### src/rtl/correlator_pkg.sv
// Shared definitions for the correlator front-end stimulus blocks.
package correlator_pkg;

  localparam int unsigned CTRL_RUN  = 0;
  localparam int unsigned CTRL_MODE = 1;
  localparam int unsigned CTRL_W    = 2;

  localparam real PI = 3.141592653589793;

  // Offset register sits right after the per-channel phase registers
  function automatic int unsigned addr_offset(input int unsigned n);
    return n;
  endfunction

  // Control register follows the offset register
  function automatic int unsigned addr_ctrl(input int unsigned n);
    return n + 1;
  endfunction

  // Raised-sine table entry, rounded half away from zero; caller truncates to width
  function automatic logic [31:0] sine_entry(input int unsigned k, input int unsigned depth,
                                             input int unsigned res, input int unsigned off);
    real amp;
    real v;
    int  iv;
    amp = ((2.0 ** real'(res)) - 1.0 - 2.0 * real'(off)) / 2.0;
    v   = amp * (1.0 + $sin(2.0 * PI * real'(k) / real'(depth)));
    iv  = (v >= 0.0) ? $rtoi(v + 0.5) : $rtoi(v - 0.5);
    return 32'(iv);
  endfunction

endpackage

### src/rtl/sine_rom.sv
// Combinational sine table with one read port per channel.
module sine_rom
  import correlator_pkg::*;
#(
  parameter int unsigned TABLE_DEPTH    = 100,
  parameter int unsigned PWM_RESOLUTION = 8,
  parameter int unsigned TABLE_OFFSET   = 32,
  parameter int unsigned NUM_PORTS      = 1
) (
  input  logic [$clog2(TABLE_DEPTH)-1:0] idx  [NUM_PORTS],
  output logic [PWM_RESOLUTION-1:0]      data [NUM_PORTS]
);

  localparam int unsigned R    = PWM_RESOLUTION;
  localparam int unsigned IW   = $clog2(TABLE_DEPTH);
  localparam int unsigned ROWS = 1 << IW;

  logic [R-1:0] rom [ROWS];

  // Table rows fixed at elaboration; rows past the depth are padding
  for (genvar k = 0; k < ROWS; k++) begin : g_row
    if (k < TABLE_DEPTH) begin : g_used
      localparam logic [R-1:0] ENTRY = R'(sine_entry(k, TABLE_DEPTH, R, TABLE_OFFSET));
      assign rom[k] = ENTRY;
    end else begin : g_pad
      assign rom[k] = '0;
    end
  end

  // Independent read port per channel
  for (genvar p = 0; p < NUM_PORTS; p++) begin : g_port
    assign data[p] = rom[idx[p]];
  end

endmodule

### src/rtl/sine_pwm_bank.sv
// Multi-channel sine-modulated PWM generator with per-channel phase and shared offset.
module sine_pwm_bank
  import correlator_pkg::*;
#(
  parameter int unsigned NUM_CHANNELS   = 12,
  parameter int unsigned PWM_RESOLUTION = 8,
  parameter int unsigned TABLE_DEPTH    = 100,
  parameter int unsigned PRESCALE       = 5000,
  parameter int unsigned STEP_PERIODS   = 1,
  parameter int unsigned DEFAULT_OFFSET = 32
) (
  input  logic                              clk,
  input  logic                              rst_n,
  input  logic                              cfg_we,
  input  logic [$clog2(NUM_CHANNELS+2)-1:0] cfg_addr,
  input  logic [15:0]                       cfg_data,
  input  logic [NUM_CHANNELS-1:0]           mask,
  output logic [NUM_CHANNELS-1:0]           pulse_out,
  output logic                              frame_sync,
  output logic                              busy
);

  localparam int unsigned N           = NUM_CHANNELS;
  localparam int unsigned R           = PWM_RESOLUTION;
  localparam int unsigned AW          = $clog2(NUM_CHANNELS + 2);
  localparam int unsigned IW          = $clog2(TABLE_DEPTH);
  localparam int unsigned IW1         = IW + 1;
  localparam int unsigned PW          = (PRESCALE > 1) ? $clog2(PRESCALE) : 1;
  localparam int unsigned SW          = (STEP_PERIODS > 1) ? $clog2(STEP_PERIODS) : 1;
  localparam int unsigned ADDR_OFFSET = addr_offset(N);
  localparam int unsigned ADDR_CTRL   = addr_ctrl(N);
  localparam int unsigned PHASE_STEP  = TABLE_DEPTH / N;

  logic [PW-1:0] presc;
  logic [R-1:0]  pwm_cnt;
  logic [SW-1:0] step_cnt;
  logic [IW-1:0] base_idx;
  logic [IW-1:0] phase [N];
  logic [R-1:0]  offset;
  logic          run;
  logic          mode;
  logic [R-1:0]  duty_q [N];

  logic          run_nxt;
  logic          mode_nxt;
  logic [R-1:0]  off_nxt;
  logic [IW-1:0] phase_nxt [N];
  logic [IW-1:0] phase_wr;
  logic [IW-1:0] rd_idx [N];
  logic [R-1:0]  tab [N];
  logic [R-1:0]  raw_duty [N];
  logic          tick;
  logic          period_end;
  logic          step_wrap;
  logic          idx_wrap;
  logic          unused_cfg;

  assign unused_cfg = ^cfg_data;
  assign phase_wr   = IW'(32'(cfg_data[7:0]) % TABLE_DEPTH);
  assign busy       = run;

  // Write-first view of the config registers for this cycle
  always_comb begin
    run_nxt   = run;
    mode_nxt  = mode;
    off_nxt   = offset;
    phase_nxt = phase;
    if (cfg_we) begin
      if (cfg_addr == AW'(ADDR_CTRL)) begin
        run_nxt  = cfg_data[CTRL_RUN];
        mode_nxt = cfg_data[CTRL_MODE];
      end else if (cfg_addr == AW'(ADDR_OFFSET)) begin
        off_nxt = cfg_data[R-1:0];
      end else begin
        for (int c = 0; c < N; c++) begin
          if (cfg_addr == AW'(c)) phase_nxt[c] = phase_wr;
        end
      end
    end
  end

  // Timing strobes; a stop written this cycle suppresses the tick
  assign tick       = run && run_nxt && (presc == PW'(PRESCALE - 1));
  assign period_end = tick && (pwm_cnt == '1);
  assign step_wrap  = period_end && (step_cnt == SW'(STEP_PERIODS - 1));
  assign idx_wrap   = step_wrap && (base_idx == IW'(TABLE_DEPTH - 1));

  // Config registers
  always_ff @(posedge clk or negedge rst_n) begin
    if (!rst_n) begin
      run    <= 1'b1;
      mode   <= 1'b0;
      offset <= R'(DEFAULT_OFFSET);
      for (int c = 0; c < N; c++) phase[c] <= IW'(PHASE_STEP * 32'(c));
    end else begin
      run    <= run_nxt;
      mode   <= mode_nxt;
      offset <= off_nxt;
      phase  <= phase_nxt;
    end
  end

  // Prescaler, PWM counter and table index; all held at zero while stopped
  always_ff @(posedge clk or negedge rst_n) begin
    if (!rst_n) begin
      presc    <= '0;
      pwm_cnt  <= '0;
      step_cnt <= '0;
      base_idx <= '0;
    end else if (!run_nxt) begin
      presc    <= '0;
      pwm_cnt  <= '0;
      step_cnt <= '0;
      base_idx <= '0;
    end else if (run) begin
      presc <= tick ? '0 : presc + PW'(1);
      if (tick) pwm_cnt <= pwm_cnt + R'(1);
      if (period_end) step_cnt <= step_wrap ? '0 : step_cnt + SW'(1);
      if (step_wrap) base_idx <= (base_idx == IW'(TABLE_DEPTH - 1)) ? '0 : base_idx + IW'(1);
    end
  end

  // Per-channel table index, base plus phase modulo depth
  always_comb begin
    logic [IW:0] idx_sum;
    idx_sum = '0;
    for (int c = 0; c < N; c++) begin
      idx_sum = {1'b0, base_idx} + {1'b0, phase_nxt[c]};
      if (idx_sum >= IW1'(TABLE_DEPTH)) idx_sum = idx_sum - IW1'(TABLE_DEPTH);
      rd_idx[c] = idx_sum[IW-1:0];
    end
  end

  sine_rom #(
    .TABLE_DEPTH   (TABLE_DEPTH),
    .PWM_RESOLUTION(R),
    .TABLE_OFFSET  (DEFAULT_OFFSET),
    .NUM_PORTS     (N)
  ) u_rom (
    .idx (rd_idx),
    .data(tab)
  );

  // Candidate duty: table plus offset (or offset alone), saturated at full scale
  always_comb begin
    logic [R:0] sum;
    sum = '0;
    for (int c = 0; c < N; c++) begin
      sum         = mode_nxt ? {1'b0, off_nxt} : ({1'b0, tab[c]} + {1'b0, off_nxt});
      raw_duty[c] = sum[R] ? '1 : sum[R-1:0];
    end
  end

  // Duty only changes at a period boundary so no pulse is ever truncated
  always_ff @(posedge clk or negedge rst_n) begin
    if (!rst_n) begin
      for (int c = 0; c < N; c++) duty_q[c] <= '0;
    end else if (period_end) begin
      duty_q <= raw_duty;
    end
  end

  // Output pins: gated duty compare and frame marker
  always_ff @(posedge clk or negedge rst_n) begin
    if (!rst_n) begin
      pulse_out  <= '0;
      frame_sync <= 1'b0;
    end else begin
      for (int c = 0; c < N; c++) pulse_out[c] <= run & ~mask[c] & (pwm_cnt < duty_q[c]);
      frame_sync <= idx_wrap;
    end
  end

endmodule
### config.mk
export PLATFORM = sky130hd
export DESIGN_NAME = sine_pwm_bank
export DESIGN_NICKNAME = d
export VERILOG_FILES = /design/src/rtl/correlator_pkg.sv /design/src/rtl/sine_rom.sv /design/src/rtl/sine_pwm_bank.sv
export SDC_FILE = /design/constraint.sdc
export NUM_CORES = 2
export LEC_CHECK = 0
export CAP_MARGIN = 20
export CORE_ASPECT_RATIO = 0.6
export CORE_MARGIN = 2
export CORE_UTILIZATION = 45
export DETAILED_ROUTE_END_ITERATION = 8
export GPL_TIMING_DRIVEN = 0
export HOLD_SLACK_MARGIN = 0.1
export SYNTH_ARGS = -nofsm -noshare
export SYNTH_HDL_FRONTEND = slang
export SYNTH_SLANG_ARGS = --single-unit
### constraint.sdc
create_clock -name clk -period 11.1 [get_ports clk]
set_input_delay 2.775 -clock clk [delete_from_list [all_inputs] [get_ports clk]]
set_output_delay 2.775 -clock clk [all_outputs]
set_load 0.02 [all_outputs]
==> impl_metrics.tcl <==
set metrics [dict create \
    cap_violations 0 \
    initial_core_util_pct 45.3 \
    worstSetupStartpointType "input pin" \
    cts_tree "yes" \
    status "finished clean" \
    ir_drop_v 0.000104 \
    crit_family "compound AO/OA/AOI/OAI gates" \
    gp_congestion 1.04 \
    clk_pin_slew_ns 0.07 \
    fp.dieW_microns 364 \
    grt.total_usage_pct 33.7 \
    dieArea_sq_um 80200 \
    cts_buffer_depth 3 \
    min_path_type "reg2reg" \
    grt_antenna_before_repair 2 \
    relSlewSlack_pct 19.5 \
    synthFlopType "dfrtp_1" \
    setup_viol 0 \
    root_buffer "clkbuf_16" \
    final_cell_area_sq_um 38400 \
    power_leakage_nw 16.3 \
    ant_nets 0 \
    period_share_pct 97.8 \
    drtIter0Drc 6280 \
    cts_max_level 1 \
    wire_per_inst_microns 24.1 \
    syn_inst 4681 \
    dp_hpwl_microns 106000 \
    endpoint_kind "flip-flop" \
    first_pass_iters 7 \
    grt_overflow 0 \
    slew_viol_final 0 \
    critPathMaxStageDelay_ns 0.76 \
    post-route-min-period_ns 10.85 \
    fmax_mhz 92.1 \
    critPathMaxFanout 10 \
    io_pins 49 \
    drc_errors 0 \
    hp-start "phase[83]" \
    port-buffer-count 37 \
    via_per_inst 6.70 \
    path_class "in2reg" \
    grt_pass1_wl_microns 213000 \
    crit-reg2reg-launch "base_idx[0]" \
    critPathBufInv 4 \
    post_route_cells_drive_above_1_share_pct 9.05 \
    cts_made_buffers 26 \
    worstMarginPinSlew_ns 1.21 \
    netlist_area_sq_um 35000 \
    cpMaxStageDelayCell "a2111oi_1" \
    die_h_microns 220 \
    clk_latency_ns 0.59 \
    ys_ff_latch 232 \
    coreArea_sq_um 77300 \
    grt_max_degree 119 \
    required_ns 11.52 \
    clkSinkCount 232 \
    fin_ws_ns 0.248 \
    arrival_ns 11.28 \
    synth.distinct_cells 110 \
    row_count 79 \
    seq_area_frac_synth_pct 16.7 \
    placed_area_sq_um 37000 \
    syn_area_per_cell_sq_um 7.48 \
    startpoint "cfg_addr[0]" \
    power_density_nw_per_um2 266 \
    dr_total_vias 39100 \
    async_flop_share_pct 100 \
    ys_warn_count 0 \
    grt_pass1_vias 34400 \
    syn_nets 5128 \
    hold_violations 0 \
    syn_to_final_growth_pct 9.63 \
    pre_cts_ws_ns -1.19 \
    synth_edf_count 0 \
    finalNetCount 5214 \
    routed_wl_microns 141000 \
    finClkSkew_ns 0.0415 \
]
[final timing paths]
| check | end | slack (ns) | depth (start not counted) |
|---|---|---|---|
| min in group asynchronous | phase[50] | 2.01 | 1 |
| min reg2reg | phase[83] | 0.50 | 2 |
| max | duty_q[54] | 0.25 | 28 |
| min | phase[83] | 0.50 | 2 |
| max in group asynchronous | duty_q[77] | 8.27 | 2 |
| max reg2reg | duty_q[45] | 3.22 | 28 |
[logic make-up after synthesis]
| kind of cell | count (synthesis) | share of synthesized area (%) |
|---|---|---|
| compound gates | 1849 | 34.6 |
| xor+xnor | 169 | 4.48 |
| fa+ha+maj | 414 | 15.3 |
| buf+inv | 483 | 5.53 |
| flops | 232 | 16.7 |
| mux | 155 | 4.81 |
| simple gates | 1379 | 18.6 |
[cell usage in the layout (no fill, tap or decap), drive strengths merged, types with 35 or more instances in the layout]
master	count
mux2	97
nor2	417
a31oi	124
nand2b	75
nor3	139
dfrtp	210
xnor2	119
nor2b	42
a21oi	380
ha	388
o22ai	38
nand3	84
a211oi	97
and3	37
mux2i	58
nand2	392
inv	194
a21o	84
clkbuf	229
o21a	35
clkdlybuf4s50	35
o21bai	44
buf	115
o21ai	539
o211ai	88
xor2	50
[worst register-to-register path, delay by kind of cell, from the launching register on]
family / cells / cell delay (ns)
adders and majority gates: 5 / 1.78
buffers and inverters: 6 / 2.11
DFF: 1 / 0.80
and+or+nand+nor: 4 / 0.37
AOI/OAI and AO/OA: 12 / 2.38
xor gates and xnor gates: 1 / 0.33
[synthesized netlist by cell type, drive strengths merged (29+ instances only)]
cell,number,area share (%)
o21ai,539,7.7
nor2,417,4.5
nand2,392,4.2
ha,388,14
a21oi,380,5.5
dfrtp,210,15
clkbuf,197,2.1
inv,194,2.1
nor3,139,2.1
a31oi,124,2.3
xnor2,119,3.2
a211oi,97,2.1
mux2,97,3.1
buf,92,1.3
o211ai,88,2.0
a21o,84,1.8
nand3,84,1.2
nand2b,75,1.3
mux2i,58,1.7
xor2,50,1.3
o21bai,44,0.94
nor2b,42,0.76
o22ai,38,0.68
and3,37,0.66
o21a,35,0.75
o31ai,34,0.74
or3,34,0.61
o2111ai,33,0.86
o221ai,31,0.79
o311ai,31,0.80
a221oi,29,0.73
[state kept, by name, indices dropped and copies added, names as in the netlist]
register    count
duty_q         96
phase          84
mode            1
step_cnt        1
pulse_out      12
base_idx        7
busy            1
frame_sync      1
pwm_cnt         8
presc          13
offset          8
[layer usage]
layer	global-route usage [%]	routed length (microns)	vias to the layer above
li1	-	-	17800
met1	54.6	67300	18500
met2	41.4	49900	2649
met3	11.8	21200	216
met4	4.66	2140	2
met5	0	13	-
[timing repair]
action | in CTS | in global routing
setup buffers | 0 | 11
setup endpoints to repair | 87 | 96
pin swaps | 0 | 5
hold buffers | 0 | 0
resized for setup | 11 | 82
endpoints found under the hold margin | 0 | 0
gates cloned | 0 | 0
[report_power, final]
part	switching, mW	internal [mW]
Sequential	0.0306	0.960
Clock	0.405	0.576
Combinational	5.38	2.86
Total	5.82	4.39
[final cells by class]
type	count	area (sq um)
inverters	194	728
clock buffers	33	717
plain buffers	286	1220
fillers	7661	38900
flip-flops and latches	232	5840
well taps	1053	1320
repair buffers	61	723
clock inverters	15	226
diodes	3	7.51
multi-input cells	3966	27600
[stage by stage]
stage          hold WS, ns  std cells  TNS [ns]  utilization [%]  power, mW
6_report             0.496       5843         0             49.7       10.2
5_1_grt              0.516       5841   -0.0900             49.7       10.8
4_1_cts              0.493       5831         0             49.1       9.75
3_5_place_dp         0.478       5783    -77.61             47.8       8.73
3_3_place_gp         0.474       5771   -833.45             47.5       8.80
2_1_floorplan        0.445       4681         0                -       6.55
No activity file was read; power rests on OpenSTA's default activity.
